File: config.mk
export PLATFORM = sky130hd
export DESIGN_NAME = cdc_afifo_wr_arb_flat
export DESIGN_NICKNAME = d
export VERILOG_FILES = /design/src/rtl/cdc_afifo_arb_pkg.sv /design/src/rtl/cdc_afifo_wr_arb_if.sv /design/src/rtl/cdc_afifo_rr_pick.sv /design/src/rtl/cdc_afifo_wr_arb.sv /design/src/flat_wrapper.sv
export SDC_FILE = /design/constraint.sdc
export NUM_CORES = 1
export LEC_CHECK = 0
export ABC_AREA = 1
export BUFFER_PORTS_ARGS = -buffer_cell sky130_fd_sc_hd__buf_2
export CORE_UTILIZATION = 40
export DETAILED_ROUTE_END_ITERATION = 7
export PLACE_DENSITY = 0.89
export SLEW_MARGIN = 20
export SYNTH_ARGS = -nofsm -noshare
export SYNTH_HDL_FRONTEND = slang
export SYNTH_HIERARCHICAL = 1
export SYNTH_SLANG_ARGS = --single-unit
File: constraint.sdc
create_clock -name i_wclk -period 2.37 [get_ports i_wclk]
set_input_delay 0.1185 -clock i_wclk [delete_from_list [all_inputs] [get_ports i_wclk]]
set_output_delay 0.1185 -clock i_wclk [all_outputs]
set_load 0.05 [all_outputs]
File: src/rtl/cdc_afifo_arb_pkg.sv
// Shared types for the cdc_afifo write-side arbiter and its round-robin picker.
// Only fixed-width registers live in the struct; index-sized registers stay in the top.
package cdc_afifo_arb_pkg;

    typedef enum logic {
        IDLE  = 1'b0,
        BURST = 1'b1
    } arb_state_e;

    typedef struct packed {
        arb_state_e state;
        logic [7:0] beat_cnt;
        logic [7:0] idle_cnt;
    } arb_ctl_t;

    localparam arb_ctl_t ctl_rst = '{state: IDLE, beat_cnt: 8'd0, idle_cnt: 8'd0};

    function automatic int idx_width(input int n);
        return (n > 1) ? $clog2(n) : 1;
    endfunction

endpackage

File: src/rtl/cdc_afifo_wr_arb_if.sv
// Requester, FIFO write-port and status bundle of the write-side arbiter.
// slave = arbiter side, master = requesters / FIFO / observer side.
interface cdc_afifo_wr_arb_if #(
    parameter int nreq  = 4,
    parameter int dbits = 32
);
    import cdc_afifo_arb_pkg::*;

    localparam int idw = idx_width(nreq);

    logic [nreq-1:0]       i_req_valid;
    logic [nreq-1:0]       i_req_last;
    logic [nreq*dbits-1:0] i_req_data;
    logic [nreq-1:0]       o_req_ready;
    logic                  o_wr;
    logic [idw+dbits-1:0]  o_wdata;
    logic                  i_wfull;
    logic [idw-1:0]        o_grant_id;
    logic                  o_busy;
    logic [nreq-1:0]       o_trunc;

    modport slave (
        input  i_req_valid, i_req_last, i_req_data, i_wfull,
        output o_req_ready, o_wr, o_wdata, o_grant_id, o_busy, o_trunc
    );

    modport master (
        output i_req_valid, i_req_last, i_req_data, i_wfull,
        input  o_req_ready, o_wr, o_wdata, o_grant_id, o_busy, o_trunc
    );

endinterface

File: src/rtl/cdc_afifo_rr_pick.sv
// Combinational round-robin picker: first set request after ptr, wrapping modulo nreq.
// The request vector is doubled and rotated so the search is a plain lowest-set-bit scan.
module cdc_afifo_rr_pick
    import cdc_afifo_arb_pkg::*;
#(
    parameter int nreq = 4,
    localparam int idw = idx_width(nreq)
) (
    input  logic [nreq-1:0] req,
    input  logic [idw-1:0]  ptr,
    output logic            found,
    output logic [idw-1:0]  idx
);

    logic [2*nreq-1:0] dbl;
    logic [nreq-1:0]   rot;
    int                sel;

    always_comb begin
        dbl   = {req, req};
        rot   = nreq'(dbl >> (int'(ptr) + 1));
        found = |rot;
        idx   = '0;
        sel   = 0;
        // descending scan so the nearest candidate after ptr is the one left standing
        for (int j = nreq - 1; j >= 0; j--) begin
            if (rot[j]) begin
                sel = int'(ptr) + 1 + j;
                if (sel >= nreq) sel = sel - nreq;
                idx = idw'(sel);
            end
        end
    end

endmodule

File: src/rtl/cdc_afifo_wr_arb.sv
// Write-side arbiter for one cdc_afifo: round-robin grants with burst locking,
// forced release on burst length or requester idle timeout; beats tagged with source index.
//
// state | meaning
// IDLE  | arbitrate among valid requesters, no beat accepted
// BURST | granted requester owns the FIFO write port until last/maxburst/timeout
module cdc_afifo_wr_arb
    import cdc_afifo_arb_pkg::*;
#(
    parameter int nreq     = 4,
    parameter int dbits    = 32,
    parameter int maxburst = 16,
    parameter int tmo      = 8
) (
    input  logic                     i_wclk,
    input  logic                     i_nrst,
    cdc_afifo_wr_arb_if.slave        bus
);

    localparam int         idw       = idx_width(nreq);
    localparam logic [7:0] last_beat = 8'(maxburst - 1);
    localparam logic [7:0] last_idle = 8'(tmo - 1);

    arb_ctl_t          ctl_q, ctl_d;
    logic [idw-1:0]    gid_q, gid_d;
    logic [idw-1:0]    rr_q, rr_d;
    logic [nreq-1:0]   trunc_q, trunc_d;
    logic [nreq-1:0]   ready;
    logic [dbits-1:0]  data_arr [nreq];
    logic              pick_found;
    logic [idw-1:0]    pick_idx;
    logic              vld_g;
    logic              last_g;
    logic              xfer;
    logic              end_burst;

    cdc_afifo_rr_pick #(.nreq(nreq)) u_pick (
        .req   (bus.i_req_valid),
        .ptr   (rr_q),
        .found (pick_found),
        .idx   (pick_idx)
    );

    always_comb begin
        for (int k = 0; k < nreq; k++) begin
            data_arr[k] = bus.i_req_data[k*dbits +: dbits];
        end
    end

    always_comb begin
        ctl_d     = ctl_q;
        gid_d     = gid_q;
        rr_d      = rr_q;
        trunc_d   = trunc_q;
        ready     = '0;
        xfer      = 1'b0;
        end_burst = 1'b0;
        vld_g     = bus.i_req_valid[gid_q];
        last_g    = bus.i_req_last[gid_q];
        case (ctl_q.state)
            IDLE: begin
                if (pick_found) begin
                    gid_d          = pick_idx;
                    ctl_d.state    = BURST;
                    ctl_d.beat_cnt = 8'd0;
                    ctl_d.idle_cnt = 8'd0;
                end
            end
            BURST: begin
                xfer         = vld_g & ~bus.i_wfull;
                ready[gid_q] = xfer;
                if (xfer) begin
                    ctl_d.beat_cnt = ctl_q.beat_cnt + 8'd1;
                    ctl_d.idle_cnt = 8'd0;
                    // last wins over the length limit, so a full-length burst is not flagged
                    if (last_g) begin
                        end_burst = 1'b1;
                    end else if (ctl_q.beat_cnt == last_beat) begin
                        end_burst      = 1'b1;
                        trunc_d[gid_q] = 1'b1;
                    end
                end else if (!vld_g) begin
                    ctl_d.idle_cnt = ctl_q.idle_cnt + 8'd1;
                    if (ctl_q.idle_cnt == last_idle) begin
                        end_burst      = 1'b1;
                        trunc_d[gid_q] = 1'b1;
                    end
                end
                if (end_burst) begin
                    ctl_d.state = IDLE;
                    rr_d        = gid_q;
                end
            end
            default: ctl_d = ctl_rst;
        endcase
    end

    always_ff @(posedge i_wclk or negedge i_nrst) begin
        if (!i_nrst) begin
            ctl_q   <= ctl_rst;
            gid_q   <= '0;
            rr_q    <= idw'(nreq - 1);
            trunc_q <= '0;
        end else begin
            ctl_q   <= ctl_d;
            gid_q   <= gid_d;
            rr_q    <= rr_d;
            trunc_q <= trunc_d;
        end
    end

    assign bus.o_req_ready = ready;
    assign bus.o_wr        = xfer;
    assign bus.o_wdata     = {gid_q, data_arr[gid_q]};
    assign bus.o_grant_id  = gid_q;
    assign bus.o_busy      = (ctl_q.state == BURST);
    assign bus.o_trunc     = trunc_q;

endmodule

File: src/flat_wrapper.sv
// flat-port wrapper written by rule: the top's interface ports become plain ports
module cdc_afifo_wr_arb_flat import cdc_afifo_arb_pkg::*;
#(
    parameter int nreq     = 4,
    parameter int dbits    = 32,
    parameter int maxburst = 16,
    parameter int tmo      = 8
)
  (i_wclk, i_nrst, bus_i_req_valid, bus_i_req_last, bus_i_req_data, bus_i_wfull, bus_o_req_ready, bus_o_wr, bus_o_wdata, bus_o_grant_id, bus_o_busy, bus_o_trunc);
  cdc_afifo_wr_arb_if #(.nreq(nreq), .dbits(dbits)) bus_i ();
  input  logic i_wclk;
  input  logic i_nrst;
  input wire logic [$bits(bus_i.i_req_valid)-1:0] bus_i_req_valid;
  input wire logic [$bits(bus_i.i_req_last)-1:0] bus_i_req_last;
  input wire logic [$bits(bus_i.i_req_data)-1:0] bus_i_req_data;
  input wire logic [$bits(bus_i.i_wfull)-1:0] bus_i_wfull;
  output wire logic [$bits(bus_i.o_req_ready)-1:0] bus_o_req_ready;
  output wire logic [$bits(bus_i.o_wr)-1:0] bus_o_wr;
  output wire logic [$bits(bus_i.o_wdata)-1:0] bus_o_wdata;
  output wire logic [$bits(bus_i.o_grant_id)-1:0] bus_o_grant_id;
  output wire logic [$bits(bus_i.o_busy)-1:0] bus_o_busy;
  output wire logic [$bits(bus_i.o_trunc)-1:0] bus_o_trunc;
  assign bus_i.i_req_valid = bus_i_req_valid;
  assign bus_i.i_req_last = bus_i_req_last;
  assign bus_i.i_req_data = bus_i_req_data;
  assign bus_i.i_wfull = bus_i_wfull;
  assign bus_o_req_ready = bus_i.o_req_ready;
  assign bus_o_wr = bus_i.o_wr;
  assign bus_o_wdata = bus_i.o_wdata;
  assign bus_o_grant_id = bus_i.o_grant_id;
  assign bus_o_busy = bus_i.o_busy;
  assign bus_o_trunc = bus_i.o_trunc;
  cdc_afifo_wr_arb #(.nreq(nreq), .dbits(dbits), .maxburst(maxburst), .tmo(tmo)) u_core (.i_wclk(i_wclk), .i_nrst(i_nrst), .bus(bus_i));
endmodule
==> results of run 1 <==
## power by group through the flow
| stage | Clock (µW) | Combinational [µW] | Sequential [µW] |
|---|---|---|---|
| global placement | 0 | 4520 | 769 |
| detailed placement | 0 | 4600 | 780 |
| global route | 283 | 4920 | 808 |
| CTS | 260 | 4610 | 771 |
| finish | 249 | 4640 | 779 |
| floorplan | 0 | 3280 | 778 |
## Yosys cell counts
cell	instances	share of area [%]
nor2_1	25	3.9
nand2_2	11	2.8
inv_2	6	0.93
nor2_2	4	1.0
nand3_2	2	0.82
o21ai_1	3	0.62
xnor2_1	2	0.72
nand2_1	131	20
nor2_4	4	1.9
nand3_1	41	8.4
nand3b_1	2	0.62
dfrtp_1	23	24
a21oi_2	2	0.72
inv_1	23	3.6
o22ai_1	1	0.26
a31o_2	1	0.36
nand4_1	6	1.5
clkbuf_1	7	1.1
o21ai_0	8	1.6
xor2_1	4	1.4
buf_2	6	1.2
nor3_1	3	0.62
ha_1	2	1.0
a22oi_1	50	15
nor2b_1	1	0.26
buf_4	3	0.93
o21ai_2	3	1.1
dfstp_2	2	2.2
buf_6	2	0.93
## worst max-delay path by stage
stage	to	start	slack (ps)
after floorplan	bus_o_req_ready[0]	u_core/bus.o_grant_id[0]	-210
after global placement	u_core/ctl_q[4]	u_core/rr_q[0]	480
after detailed placement	u_core/ctl_q[4]	u_core/rr_q[0]	420
after CTS	bus_o_wdata[1]	u_core/bus.o_grant_id[0]	130
after global routing	bus_o_wdata[7]	u_core/bus.o_grant_id[1]	60
final	bus_o_wdata[6]	u_core/bus.o_grant_id[1]	190
## repair_timing
item / CTS / global route
gates resized for setup: 0 / 1
hold buffers: 1 / 0
hold endpoints to repair: 23 / 0
setup endpoints to repair: 0 / 6
## stage by stage
step                setup WS (ps)  setup TNS [ps]
floorplan                  -210.7          -632.2
global placement            477.3               0
detailed placement          424.1               0
CTS                         133.2               0
global route                57.38               0
finish                      188.2               0
## area by class of cell
class / count / area, µm²
diodes: 1 / 2.502
clock buffers: 3 / 41.29
clock inverters: 1 / 5.005
fillers: 559 / 2366
inverters: 29 / 108.9
multi-input cells: 306 / 1595
flip-flops and latches: 25 / 629.4
well taps: 75 / 93.84
repair buffers: 190 / 1044
## critical path, cell delays in order, from the launching register on
cell	delay [ps]
dfrtp_1	620
nand2_1	140
inv_1	300
buf_4	270
a22oi_1	110
nand2_1	80
buf_2	260
## cell families after synthesis
logic type	Yosys count	synth area share [%]
flops	25	25.86
buf+inv	47	8.655
fa+ha+maj	2	1.030
xor+xnor	6	2.164
simple gates	230	42.14
compound gates	68	20.14
## routing by layer
metal,GRT usage (%),wire [µm],up-vias
met3,6.286,1014,30
met2,55.30,5410,208
met1,35.88,3570,1587
met5,0,0,-
li1,-,-,1623
met4,16.61,405,0
## state kept, by name, indices dropped and copies added, names as in the netlist
register	flops
u_core/bus.o_grant_id	2
u_core/ctl_q	16
u_core/bus.o_trunc	4
u_core/bus.o_busy	1
u_core/rr_q	2
==> results.md, run 1 <==
- Hold depth: 5
- Static Leak: about 0.0020 µW
- Critical Path AT: 2060 ps
- Hpwl dp: 8316 µm
- H-tree depth: 1
- CTS Buffer Depth: 2
- Hold Crit Endpoint: u_core/ctl_q[7]
- FMAX: 458.3 MHz
- Warnings from Yosys: 6
- Number of global-route vias before repair: 2997
- Comb pwr share: just over 80%
- Yosys cell types: 29
- Initial DRC Count: 309
- Post-Syn Nets: 519
- Dpl cell area: 3460 µm²
- Hold Violations, Final: 0
- Power Dens Cells: 1609 nW/µm²
- Post-layout min period: ~2200 ps
- Least-Margin Pin Slew: 581.0 ps
- Design area: 3520 µm²
- Root Driver: clkbuf_8
- Worst-case vdd ir drop: 0.001471 V
- Ports: 185
- Status: complete, no violations
- Commonest non-fill, non-tap cell in the layout: buf_2
- Setup bufs post-CTS: 0
- Final cell count without fillers: 630
- Layout cells sized above 1: 41.70%
- Hold_ws: 317.9 ps
- P&R area growth vs syn: 44.93%
- DRC Markers: 0
- Initial core utilization: 41.26%
- GRT Util Overall: 31.55%
- Clock edge transition at the registers on the reported setup and hold paths: 90 ps
- HP Class: input port to flip-flop
- Max_cap viols: 0
- Row Count: 28
- Final Util: around three fifths
- CTS sink cnt: 25
- WL/cell: 16.51 µm
- Setup crit end kind: primary output
- Mean Syn Cell Area: 6.425 µm²
- Required time worst endpoint: 2250 ps
- Beginning of the worst hold path: bus_i_wfull
- Detailed Routing Iterations Pass 1: 5
- Die Ht: about 80 µm
- FF+latch count, synth: 25
- First-pass GRT wire length: 15220 µm
- GRT Residual Overflow: 0
- Final Wtd Congestion: 0.8544
- Die X: 79.92 µm
- Vias: 3448
- WS Path Type: flip-flop to primary output
- Initial antenna violation count: 1
- Unrepaired setup endpoints after global routing: false
- Worst slew margin: 61.27%
- Overall power: 5664 µW
- FF-to-FF setup slack: 380 ps
- Flop pwr share: a little over an eighth
- NumNets Final: 696
- Most frequent cells in the layout: buf_2 (179), nand2_1 (131), a22oi_1 (50)
- Worst-skew pair later-pin latency: 260 ps
- Switching power: 3709 µW
- Worst setup SP type: flip-flop
- PortBufs: 184
- Cells after Synth: between 300 and 400
- Final ANT Viol Nets: 0
- Die area: roughly 6400 µm²
- Sw Ratio: 65.48%
- Total core area: 5886 µm²
- CTS Buf Count: 3
- Drt total wl: about 10000 µm
- Worst Skew: 5.560 ps
- Vias/cell: 5.473
- Final setup violation count: 0
- Period utilization: 92.06%
- Clk pwr share: 4.4%
- Pint: 1955 µW
- R2r endpoint: u_core/ctl_q[5]
- CTS tree: yes
- Max-slew violations: 0
- Largest net degree at the start of global routing: 34
- Seq/Total Area, Yosys: 25.86%
- Placed Cells: 624
- CP max FO: 13
- Cell Area, Synth: ~2400 µm²
- Reg2Reg Launch Point: u_core/rr_q[0]
- R2r worst-path depth: 11
Power figures use the tool's default switching activity.
==> run 2, diff against run 1 <==
SYNTH_HIERARCHICAL = unset   (was 1)
==> results.md, run 2 <==
- Status: complete, no violations
- PortBufs: 184 (unchanged)
- Seq/Total Area, Yosys: 25.50% (-0.37 points)
- Top reg by flops: u_core.ctl_q
- Worst-case vdd ir drop: 0.002269 V (+54%)
- Max_cap viols: 0 (unchanged)
- Largest net degree at the start of global routing: 34 (unchanged)
- Met2 usage: 61.69% (+6.4 points)
- FMAX: 454.6 MHz (-0.82%)
- Setup TNS Final: 0 ps (unchanged)
- Initial antenna violation count: 2 (+1)
- Final Wtd Congestion: 0.9298 (+8.8%)
- Initial DRC Count: 302 (-2.3%)
- HP Class: input port to flip-flop
- Post-synthesis async set-or-reset flop share: 100.0% (unchanged)
- Worst setup SP type: flip-flop
- Dpl cell area: 3413 µm² (-1.3%)
- Main synth FF type: dfrtp_1
- H-tree depth: 1 (unchanged)
- Unrepaired setup endpoints after global routing: false
- Root Driver: clkbuf_8
- Hpwl dp: 9526 µm (+15%)
- Final Util: 58.79% (-1.0 points)
- Max reg flops: 16 (unchanged)
- Design area: 3481 µm² (-1.1%)
- Top cells by count, synth: nand2_1 (130), a22oi_1 (56), nand3_1 (34)
- Layout cells sized above 1: 41.13% (-0.56 points)
- Post-layout min period: 2200 ps (+18.04 ps)
- Setup crit end kind: primary output
- Final setup violation count: 0 (unchanged)
- CTS Buffer Depth: 2 (unchanged)
- Least-Margin Pin Slew: 586.7 ps (+5.674 ps)
- Die X: 80.48 µm (+0.70%)
- Commonest non-fill, non-tap cell in the layout: buf_2
- Required time worst endpoint: 2250 ps (about the same)
- Die Ht: 80.48 µm (+0.70%)
- Worst Skew: 7.148 ps (+1.588 ps)
- Max-slew violations: 0 (unchanged)
- Drt total wl: 11930 µm (+15%)
- Dpl ws: 377.9 ps (-46.24 ps)
- GR Util met1: 36.42% (+0.54 points)
- EDFF count, synth: 0 (unchanged)
- R2r worst-path depth: 10 (-1)
- Most frequent cells in the layout: buf_2 (184), nand2_1 (130), a22oi_1 (55)
- GRT Util Overall: 36.03% (+4.5 points)
- FF+latch count, synth: 25 (unchanged)
- Worst slew margin: 60.89% (-0.38 points)
- Cells after Synth: 373 (-1.3%)
- Vias: 3521 (+2.1%)
- WS Path Type: flip-flop to primary output
- Worst Slack Setup Final: 170.2 ps (-18.04 ps)
- First-pass GRT wire length: 16850 µm (+11%)
- Post-Syn Nets: 515 (-0.77%)
- # fillers: 581 (+3.9%)
- Warnings from Yosys: 0 (-6)
- CTS Buf Count: 3 (unchanged)
- Mean Syn Cell Area: 6.605 µm² (+2.8%)
- Clock edge transition at the registers on the reported setup and hold paths: 80 ps (about the same)
- Period utilization: 92.82% (+0.76 points)
- Die area: 6477 µm² (+1.4%)
- Static Leak: 0.001982 µW (+1.1%)
- Setup bufs post-CTS: 0 (unchanged)
- Top-area cell type share of the netlist area: 23.36% (-0.34 points)
- Row Count: 28 (unchanged)
- Worst-skew pair later-pin latency: 280 ps (+20 ps)
- Vias/cell: 5.643 (+3.1%)
- Hold depth: 6 (+1)
- WL/cell: 19.11 µm (+16%)
- Synth top area cells: dfrtp_1 (23%), nand2_1 (20%), a22oi_1 (17%)
- Yosys cell types: 36 (+24%)
- Hold Violations, Final: 0 (unchanged)
- Ports: 185 (unchanged)
- DRC Markers: 0 (unchanged)
- P&R area growth vs syn: 41.29%
- Number of global-route vias before repair: 3216 (+7.3%)
- Cell Area, Synth: 2464 µm² (+1.4%)
- Synth area leader: dfrtp_1
- Met3 usage: 10.45% (+4.2 points)
- Overall power: 5247 µW (-7.4%)
- NumNets Final: 690 (-0.86%)
- Total core area: 5921 µm² (+0.60%)
- Area of the multi-input gates: 1605 µm² (+0.63%)
- Final ANT Viol Nets: 0 (unchanged)
- GRT Residual Overflow: 0 (unchanged)
- CP max FO: 12 (-1)
- CTS sink cnt: 25 (unchanged)
- Power Dens Cells: 1508 nW/µm² (-6.3%)
- Detailed Routing Iterations Pass 1: 5 (unchanged)
- CTS tree: yes
- Critical Path AT: 2080 ps (+20 ps)
- Reg area: 630.6 µm² (+0.20%)
- Most frequent cell after synthesis: nand2_1
- Initial core utilization: 41.61% (+0.35 points)
- Top Usage Layer GRT: met2
## run 2: where the power goes
part           switching (µW)  internal (µW)
combinational            3200           1060
sequential                188            531
clock                     145            121
total                    3540           1710
## run 2: timing repair
item	4_1_cts	5_1_grt
hold endpoints to repair	23	0
hold buffers	1	0
endpoints found under the setup margin	0	22
resized for setup	0	3
## run 2: worst paths after layout
kind / start / endpoint / slack (ps)
setup / recovery: u_core.bus.o_grant_id[1] / bus_o_req_ready[2] / 170
hold / removal: bus_i_wfull / u_core.rr_q[0] / 260
setup reg to reg: u_core.rr_q[0] / u_core.ctl_q[0] / 740
hold reg to reg: u_core.bus.o_trunc[3] / u_core.bus.o_trunc[3] / 480
max in group asynchronous: i_nrst / u_core.bus.o_grant_id[1] / 1580
min in group asynchronous: i_nrst / u_core.ctl_q[13] / 360
## run 2: cell type report
class | instances | share of cell area, %
inverters | 30 | 3.451
multi-input cells | 298 | 46.12
diodes | 2 | 0.1438
repair buffers | 190 | 28.18
flip-flops and latches | 25 | 18.12
clock buffers | 4 | 1.294
well taps | 75 | 2.696
## run 2: critical path, cell delays in order (launching register included)
cell	delay, ps
dfrtp_2	520
inv_2	150
nand3_1	90
nand2_1	120
nor2_4	70
nor2_8	180
inv_6	70
nor3_1	260
buf_2	330
## run 2: cell families (layout without fill, tap and decap cells)
family          Yosys count  after routing  synth area share [%]
compound gates           72             72                 20.62
other cells               0              2                     0
xor+xnor                  3              3                 1.067
flops                    25             25                 25.50
buf+inv                  50            224                 9.650
fa+ha+maj                 3              3                 1.524
simple gates            220            220                 41.65
## run 2: stage by stage
step,hold WS [ps],cells
6_report,262.8,624
2_1_floorplan,-177.1,373
4_1_cts,256.7,622
3_3_place_gp,139.0,617
5_1_grt,288.4,624
3_5_place_dp,144.3,617
## run 2: metal layers
layer,vias to the layer above,wire [µm]
li1,1616,-
met1,1628,3895
met2,215,5865
met3,62,1193
met4,0,973
met5,-,0
